--- src/rtl/conv_pkg.sv ---
// Shared definitions for the convolution output capture block: default sizes,
// frame length derivation and the capture FSM state encoding.
package conv_pkg;

  localparam int DEF_DATA_WIDTH = 16;
  localparam int DEF_DEPTH      = 16;
  localparam int N_INPUTS       = 64;
  localparam int N_TAPS         = 16;
  // Full linear convolution yields inputs + taps - 1 results per frame
  localparam int DEF_FRAME_LEN  = N_INPUTS + N_TAPS - 1;

  typedef enum logic [1:0] {
    IDLE    = 2'd0,
    CAPTURE = 2'd1,
    DRAIN   = 2'd2,
    DONE    = 2'd3
  } cap_state_t;

endpackage

--- src/rtl/sync_fifo_fwft.sv ---
// First-word-fall-through FIFO: the head entry is always presented on rd_data
// and the extra pointer MSB distinguishes full from empty.
module sync_fifo_fwft #(
  parameter int DATA_WIDTH = 16,
  parameter int DEPTH      = 16,
  localparam int AW        = $clog2(DEPTH),
  localparam int LW        = AW + 1
) (
  input  logic                  clk,
  input  logic                  rst,
  input  logic                  push,
  input  logic [DATA_WIDTH-1:0] wr_data,
  input  logic                  pop,
  output logic [DATA_WIDTH-1:0] rd_data,
  output logic [LW-1:0]         level,
  output logic                  full,
  output logic                  empty
);

  logic [DATA_WIDTH-1:0] mem [DEPTH];
  logic [LW-1:0]         wr_ptr;
  logic [LW-1:0]         rd_ptr;
  logic [DATA_WIDTH-1:0] last_head;
  logic                  do_pop;
  logic                  do_push;

  assign level   = wr_ptr - rd_ptr;
  assign full    = (level == LW'(DEPTH));
  assign empty   = (level == '0);
  assign do_pop  = pop && !empty;
  // A full FIFO can still take a write when the head leaves in the same cycle
  assign do_push = push && (!full || do_pop);
  // Once drained, keep showing the last head rather than a stale memory slot
  assign rd_data = empty ? last_head : mem[rd_ptr[AW-1:0]];

  always_ff @(posedge clk or negedge rst) begin
    if (!rst) begin
      wr_ptr    <= '0;
      rd_ptr    <= '0;
      last_head <= '0;
    end else begin
      if (do_push) wr_ptr <= wr_ptr + LW'(1);
      if (do_pop) begin
        rd_ptr    <= rd_ptr + LW'(1);
        last_head <= mem[rd_ptr[AW-1:0]];
      end
    end
  end

  always_ff @(posedge clk) begin
    if (do_push) mem[wr_ptr[AW-1:0]] <= wr_data;
  end

endmodule

--- src/rtl/conv_output_capture.sv ---
// Output sink for the convolution stream: frames results, buffers them in a
// FWFT FIFO for a valid/ready reader, flags overflow and pulses frame_done.
module conv_output_capture
  import conv_pkg::*;
#(
  parameter int DATA_WIDTH = DEF_DATA_WIDTH,
  parameter int DEPTH      = DEF_DEPTH,
  parameter int FRAME_LEN  = DEF_FRAME_LEN,
  localparam int LVL_W     = $clog2(DEPTH) + 1,
  localparam int CNT_W     = $clog2(FRAME_LEN) + 1
) (
  input  logic                         clk,
  input  logic                         rst,
  input  logic                         valid_in,
  input  logic signed [DATA_WIDTH-1:0] y_in,
  input  logic                         rd_ready,
  output logic                         rd_valid,
  output logic        [DATA_WIDTH-1:0] rd_data,
  output logic        [LVL_W-1:0]      level,
  output logic        [CNT_W-1:0]      sample_cnt,
  output logic                         overflow,
  output logic                         frame_done
);

  cap_state_t       state;
  cap_state_t       state_nxt;
  logic             accept;
  logic             pop;
  logic             push;
  logic             drop;
  logic             full;
  logic             empty;
  logic [CNT_W-1:0] cnt_inc;
  logic             last_sample;

  assign accept      = valid_in && ((state == IDLE) || (state == CAPTURE));
  assign rd_valid    = !empty;
  assign pop         = rd_valid && rd_ready;
  assign push        = accept && (!full || pop);
  assign drop        = accept && full && !pop;
  // A new frame restarts counting from the sample that opens it
  assign cnt_inc     = ((state == IDLE) ? '0 : sample_cnt) + CNT_W'(1);
  assign last_sample = accept && (cnt_inc == CNT_W'(FRAME_LEN));
  assign frame_done  = (state == DONE);

  sync_fifo_fwft #(
    .DATA_WIDTH(DATA_WIDTH),
    .DEPTH     (DEPTH)
  ) u_fifo (
    .clk    (clk),
    .rst    (rst),
    .push   (push),
    .wr_data(y_in),
    .pop    (pop),
    .rd_data(rd_data),
    .level  (level),
    .full   (full),
    .empty  (empty)
  );

  always_comb begin
    state_nxt = state;
    case (state)
      IDLE:    if (accept) state_nxt = last_sample ? DRAIN : CAPTURE;
      CAPTURE: if (last_sample) state_nxt = DRAIN;
      DRAIN:   if (empty) state_nxt = DONE;
      DONE:    state_nxt = IDLE;
      default: state_nxt = IDLE;
    endcase
  end

  // Dropped samples are still counted so framing stays aligned with the core
  always_ff @(posedge clk or negedge rst) begin
    if (!rst) begin
      state      <= IDLE;
      sample_cnt <= '0;
      overflow   <= 1'b0;
    end else begin
      state <= state_nxt;
      if (accept) sample_cnt <= cnt_inc;
      if (accept && (state == IDLE)) overflow <= drop;
      else if (drop)                 overflow <= 1'b1;
    end
  end

endmodule
--- config.mk ---
export PLATFORM = sky130hd
export DESIGN_NAME = conv_output_capture
export DESIGN_NICKNAME = d
export VERILOG_FILES = /design/src/rtl/conv_pkg.sv /design/src/rtl/sync_fifo_fwft.sv /design/src/rtl/conv_output_capture.sv
export SDC_FILE = /design/constraint.sdc
export NUM_CORES = 1
export LEC_CHECK = 0
export BUFFER_PORTS_ARGS = -buffer_cell sky130_fd_sc_hd__buf_4
export CAP_MARGIN = 30
export CORE_ASPECT_RATIO = 1.75
export CORE_MARGIN = 5
export CORE_UTILIZATION = 60
export CTS_CLUSTER_DIAMETER = 120
export CTS_CLUSTER_SIZE = 10
export DETAILED_ROUTE_END_ITERATION = 6
export PLACE_DENSITY = 0.78
export SLEW_MARGIN = 20
export SYNTH_ARGS = -nofsm -noshare
export SYNTH_HDL_FRONTEND = slang
export SYNTH_SLANG_ARGS = --single-unit
--- constraint.sdc ---
create_clock -name clk -period 9.77 [get_ports clk]
set_input_delay 1.954 -clock clk [delete_from_list [all_inputs] [get_ports clk]]
set_output_delay 1.954 -clock clk [all_outputs]
set_load 0.05 [all_outputs]
==> impl_results.md, run 1 <==
* Run status: finished clean
* Layout Utilization at around 70%
* Fin crit share at 66.2%
* Worst Path Arrival at 4.52 ns
* Mapped cell area at roughly 12000 um^2
* Clk_skew at between 0.01 and 0.015 ns
* Synth Net Count at 752
* Final antenna diode count at 0
* Num CTS Buffers at 35
* GRT Total Usage at a little under a quarter
* Max Clock Freq at about 150 MHz
* Setup TNS at 0 ns
* Nets@finish at approximately 830
* Post-CTS Setup Bufs at 0
* Main combinational cell family by area after synthesis: multiplexers
* Chip height at ~200 um
* Clock sinks at about 300
* DRT Wirelength at 26200 um
* DRC violations left at 0
* Crit-path cells: buf_4 -> clkinv_1 -> ha_1 -> a21oi_1 -> a211o_1 -> a21oi_2 -> buf_8 -> nand2_1 -> o21ai_0 -> buf_4
* Flops & latches, synth at just under 300
* Syn-to-layout area delta at 15.0%
* Worst Hold Class: flop to flop
* DRT antenna net count at 0
* Clock root buffer: clkbuf_16
* CTS max path bufs at 3
* Leakage at just under 5 nW
* Max-slew violation count at 0
* Congestion Overflow GR at 0
* Post-Syn Instances at slightly above 700
* Share of post-route cells with drive strength above 1 at around 23%
* Synth Area in Simple Gates at between 6 and 7%
* Initial antenna violation count at 0
* Via density at approximately 6.3
* Post-Synth XOR/XNOR Area at about 1.1%
* Yosys Warn Count at 0
* Syn_area_per_cell at 16.7 um^2
* Reg clk slew, reported paths at ~0.060 ns
* Critical Path End Type: output port
* MaxCap Viol Count at 0
* Adder-cell share of the synthesized area at ~1.7%
* CTS tree: yes
* Total power draw at 0.00477 W
* Number of synthesized flops with an enable pin at 256
* Vias in the first global route at 7136
* Final Non-Filler Cells at between 1000 and 1500
* IO buf count at 51
* Distinct cell type count after synthesis at 46
* DP Area at 12800 um^2
* Sequential element share of the synthesized area at 72.1%
* CP dominant cell by count: buf_4
* Worst Tran Pin Value at between 1 and 1.5 ns
* Final hold vios at 0
* H-tree levels at 2
* DP HPWL at 16400 um
* Starting density of the core at 60.8%
* Placed cells at 996
* Ys async rst share at roughly 13%
* Final setup violation count at 0
* Largest net degree at the start of global routing at between 50 and 60
* Gp weighted congestion at between 0.8 and 0.9
* Worst-path maximum fanout at 52
* Synth Area in Compound Gates at between 4 and 5%
* Crit Path Category: flop to output port
* RSZ-0062 raised after global routing: false
* Placeable core area at ~20000 um^2
* Pre-antenna DRT Iters at 5
* Row count at ~70
* Tmin final at between 6 and 7 ns
* Total number of vias at around 6600
* IO Pins at 52
* Max stage delay cell, worst path: clkinv_1
* Maximum vdd drop at 0.000537 V
* Slew headroom at approximately 32%
* Post-CTS Resized at 0
* Worst-Skew Late Latency at between 0.4 and 0.5 ns
* Slowest cell delay on critical path at between 0.7 and 0.8 ns
* Power Dens Cells at approximately 350 nW/um^2
* Post-synthesis mux area share at about an eighth
* Full die area at around 23000 um^2
* Top_reg_cell synth: edfxtp_1
* CP startpoint kind: flop
* Design Area, Final at approximately 14000 um^2
* Die W at 117 um
* CTS Hold Bufs at 0
* First DRT Iteration DRCs at between 500 and 600
* WP data required at a little under 8 ns
* First-pass GRT wire length at roughly 40000 um
* WL per Instance at between 20 and 30 um
-- layer usage --
layer / up-vias / share of wire (%) / global-route usage (%)
met2: 299 / 54 / 41.6
met3: 63 / 5.9 / 3.47
met5: - / 0 / 0
li1: 2888 / - / -
met1: 3379 / 37 / 29.2
met4: 0 / 3.3 / 8.55
-- cells in the final DEF, fill, tap and decap left out, types with 2 or more instances in the layout --
cell type and n:
o22ai_1 2, nor3_1 3, nor2b_1 3, buf_16 3, inv_6 2, mux2_2 2
and3b_1 2, xor2_1 4, inv_1 11, edfxtp_1 256, clkinv_1 3, nor2_1 9
and3_1 15, o21ai_1 2, clkbuf_16 35, buf_4 57, xnor2_2 2, o21ai_0 40
clkbuf_1 12, nand3_1 9, dfrtp_2 2, a21oi_2 2, nand4_1 3, dfrtp_1 34
a21oi_1 39, buf_8 10, ha_1 15, mux4_2 64, nand2_1 129, xnor2_1 7
-- worst paths after layout --
check / cells past startpoint / start / slack [ns] / endpoint
min reg2reg: 2 / u_fifo.last_head[13]$_DFFE_PN0P_ / 0.49 / u_fifo.last_head[13]$_DFFE_PN0P_
max: 10 / u_fifo.rd_ptr[2]$_DFFE_PN0P_ / 3.30 / rd_data[10]
min: 2 / u_fifo.last_head[13]$_DFFE_PN0P_ / 0.49 / u_fifo.last_head[13]$_DFFE_PN0P_
max reg2reg: 9 / u_fifo.rd_ptr[2]$_DFFE_PN0P_ / 4.75 / u_fifo.mem[15][5]$_DFFE_PP_
min in group asynchronous: 1 / rst / 1.42 / sample_cnt[6]$_DFFE_PN0P_
max in group asynchronous: 1 / rst / 7.98 / u_fifo.rd_ptr[0]$_DFFE_PN0P_
-- sequential cells by signal, indices dropped and copies added (netlist names) --
register and flops:
sample_cnt 8, state 2, u_fifo.last_head 16, u_fifo.rd_ptr 5, overflow 1, u_fifo.mem 256
u_fifo.wr_ptr 5
-- per-stage QoR --
stage	setup slack (ns)	hold slack [ns]
after floorplan	4.18	0.450
after global placement	3.84	0.469
after detailed placement	3.91	0.476
after CTS	3.36	0.488
after global routing	3.08	0.513
final	3.30	0.486
-- critical path: cells and delay by family (launching register included) --
family | cells | cell delay (ns)
buffers and inverters | 4 | 1.80
and+or+nand+nor | 1 | 0.09
AOI/OAI and AO/OA | 4 | 1.07
adders and majority gates | 1 | 0.65
DFF | 1 | 0.34
-- synthesized netlist by cell type, drive strengths merged, types with 2 or more instances --
cell    number  area (um^2)
a21oi       41          213
and3        15         93.8
and3b        2         17.5
buf          9         45.0
clkbuf      26         97.6
clkinv       3         11.3
dfrtp       37          926
edfxtp     256         7690
ha          15          188
inv         12         45.0
mux2         2         22.5
mux4        64         1440
nand2      129          484
nand3        9         45.0
nand4        3         18.8
nor2         9         33.8
nor2b        3         18.8
nor3         4         20.0
o21ai       42          210
o22ai        2         12.5
xnor2        9         93.8
xor2         4         35.0
-- report_power, final --
group	internal, W	switching (W)
clock	0.000651	0.000448
combinational	0.000711	0.00130
sequential	0.00153	0.000133
total	0.00289	0.00188
-- cell type report --
class	count	area (um^2)
repair buffers	71	672
fillers	1167	5910
inverters	15	56.3
flip-flops and latches	293	8620
multi-input cells	373	3150
clock inverters	2	17.5
clock buffers	47	921
well taps	245	307
-- logic make-up (layout without fill, tap and decap cells) --
logic type               after synthesis  count (layout)
AO/OA/AOI/OAI                         95              95
XOR/XNOR                              13              13
flip-flops                           293             293
AND/OR/NAND/NOR                      183             183
multiplexers                          66              66
adder cells (fa/ha/maj)               16              16
buffers and inverters                 50             135
Note: power is estimated with default switching activity, not from simulation.
==> run 2: changes to the inputs <==
--- a/config.mk
+++ b/config.mk
@@ -9,11 +9,11 @@
 export CAP_MARGIN = 30
 export CORE_ASPECT_RATIO = 1.75
 export CORE_MARGIN = 5
-export CORE_UTILIZATION = 60
+export CORE_UTILIZATION = 55
 export CTS_CLUSTER_DIAMETER = 120
 export CTS_CLUSTER_SIZE = 10
 export DETAILED_ROUTE_END_ITERATION = 6
-export PLACE_DENSITY = 0.78
+export PLACE_DENSITY = 0.75
 export SLEW_MARGIN = 20
 export SYNTH_ARGS = -nofsm -noshare
 export SYNTH_HDL_FRONTEND = slang
==> constraint.sdc (replaced) <==
create_clock -name clk -period 5.2 [get_ports clk]
set_input_delay 1.04 -clock clk [delete_from_list [all_inputs] [get_ports clk]]
set_output_delay 1.04 -clock clk [all_outputs]
set_load 0.05 [all_outputs]
==> impl_results.md, run 2 (synthesis results as in run 1) <==
* First DRT Iteration DRCs at 510
* WL per Instance at between 20 and 25 um
* IO buf count at 51
* Final worst slack at about 0.55 ns
* GRT Total Usage at a little over a fifth
* Vias in the first global route at ~7000
* Power Dens Cells at 652 nW/um^2
* Clock root buffer: clkbuf_16
* Max-slew violation count at 0
* Filler Cell Count at 1459
* DRT antenna net count at 0
* Leakage at 4.90 nW
* Max Clock Freq at approximately 210 MHz
* Commonest non-fill, non-tap cells in the layout: 256 x edfxtp_1, 129 x nand2_1, 66 x buf_4
* Gp weighted congestion at about 0.8
* CTS max path bufs at 3
* MaxCap Viol Count at 0
* WP data required at 4.16 ns
* Place WS at 1.12 ns
* Congestion Overflow GR at 0
* Reg clk slew, reported paths at 0.06 ns
* Worst Tran Pin Value at just over 0.7 ns
* Max reg flops at around 260
* Worst Path Arrival at 3.61 ns
* Commonest non-fill, non-tap cell in the layout: edfxtp_1
* Fin crit share at 89.5%
* Pre-antenna DRT Iters at 5
* CP Launch Point: u_fifo.rd_ptr[0]$_DFFE_PN0P_
* Placeable core area at roughly 21000 um^2
* Chip height at 205 um
* Largest net degree at the start of global routing at 52
* First-pass GRT wire length at approximately 41000 um
* Worst-path maximum fanout at 23
* Slew headroom at between 50% and 60%
* CTS Hold Bufs at 0
* CP startpoint kind: flop
* IO Pins at 52
* DP HPWL at 16300 um
* Design Area, Final at ~14000 um^2
* Nets@finish at between 800 and 900
* Num CTS Buffers at 35
* Total number of vias at 6635
* Share of post-route cells with drive strength above 1 at a little under a quarter
* Row count at between 70 and 80
* Maximum vdd drop at 0.000465 V
* DRC violations left at 0
* Setup TNS at 0 ns
* Die W at around 120 um
* Post-CTS Resized at 0
* H-tree levels at 2
* Worst Hold Class: flop to flop
* Clk_skew at 0.0268 ns
* Tmin final at 4.65 ns
* Starting density of the core at between 50% and 60%
* Hold Crit Start: u_fifo.last_head[7]$_DFFE_PN0P_
* Worst r2r src: u_fifo.rd_ptr[0]$_DFFE_PN0P_
* Critical Path End Type: output port
* Initial antenna violation count at 1
* Post-CTS Setup Bufs at 0
* Full die area at approximately 25000 um^2
* Final setup violation count at 0
* Final hold vios at 0
* Hold_ws at just under 0.5 ns
* Via density at about 6.0
* DP Area at 12900 um^2
* Syn-to-layout area delta at 16.2%
* RSZ-0062 raised after global routing: false
* Clock sinks at about 290
* Run status: finished clean
* DRT Wirelength at between 20000 and 30000 um
* Crit Path Category: flop to output port
* Worst-Skew Late Latency at slightly above 0.5 ns
* CTS tree: yes
-- run 2: path summary, 6_finish.rpt --
| kind | end | slack, ns | cells after the start |
|---|---|---|---|
| worst max-delay path | rd_data[6] | 0.55 | 9 |
| worst min-delay path | u_fifo.last_head[7]$_DFFE_PN0P_ | 0.48 | 2 |
| worst max register to register | u_fifo.mem[1][1]$_DFFE_PP_ | 1.51 | 9 |
| worst min register to register | u_fifo.last_head[7]$_DFFE_PN0P_ | 0.48 | 2 |
| max in group asynchronous | u_fifo.rd_ptr[0]$_DFFE_PN0P_ | 4.33 | 1 |
| min in group asynchronous | u_fifo.wr_ptr[3]$_DFFE_PN0P_ | 0.49 | 1 |
-- run 2: cell type report --
class,instances,area (um^2),share of cell area (%)
clock inverter,1,8.76,0.0631
antenna,1,2.50,0.0180
multi-input combinational,373,3140,22.6
clock buffer,50,975,7.02
timing repair buffer,78,718,5.17
sequential,293,8620,62.1
inverter,15,56.3,0.405
tap,292,365,2.63
-- run 2: per-stage QoR --
stage               std cells  total power, W  util [%]
CTS                      1101         0.00909      64.5
detailed placement       1050         0.00694      59.9
finish                   1103         0.00906      64.6
floorplan                 716         0.00583         -
global route             1103         0.00948      64.6
global placement         1039         0.00678      59.0
-- run 2: worst max-delay path: stages, from the launching register on --
cell	delay [ns]
dfrtp_4	0.66
ha_1	0.31
fa_1	0.56
nand3_1	0.10
a211o_1	0.31
a21oi_2	0.38
buf_4	0.32
nand2_1	0.10
o21ai_0	0.11
buf_4	0.24
-- run 2: power breakdown --
| part | internal, W | switching (W) |
|---|---|---|
| Sequential | 0.00287 | 0.000230 |
| Clock | 0.00129 | 0.000846 |
| Combinational | 0.00135 | 0.00247 |
| Total | 0.00551 | 0.00355 |
-- run 2: layer usage --
metal  global-route usage (%)  wire [um]  vias to the layer above
li1                         -          -                     2906
met1                     26.4       9560                     3375
met2                     38.8      14400                      289
met3                     3.65       1630                       65
met4                     8.73        931                        0
met5                        0          0                        -
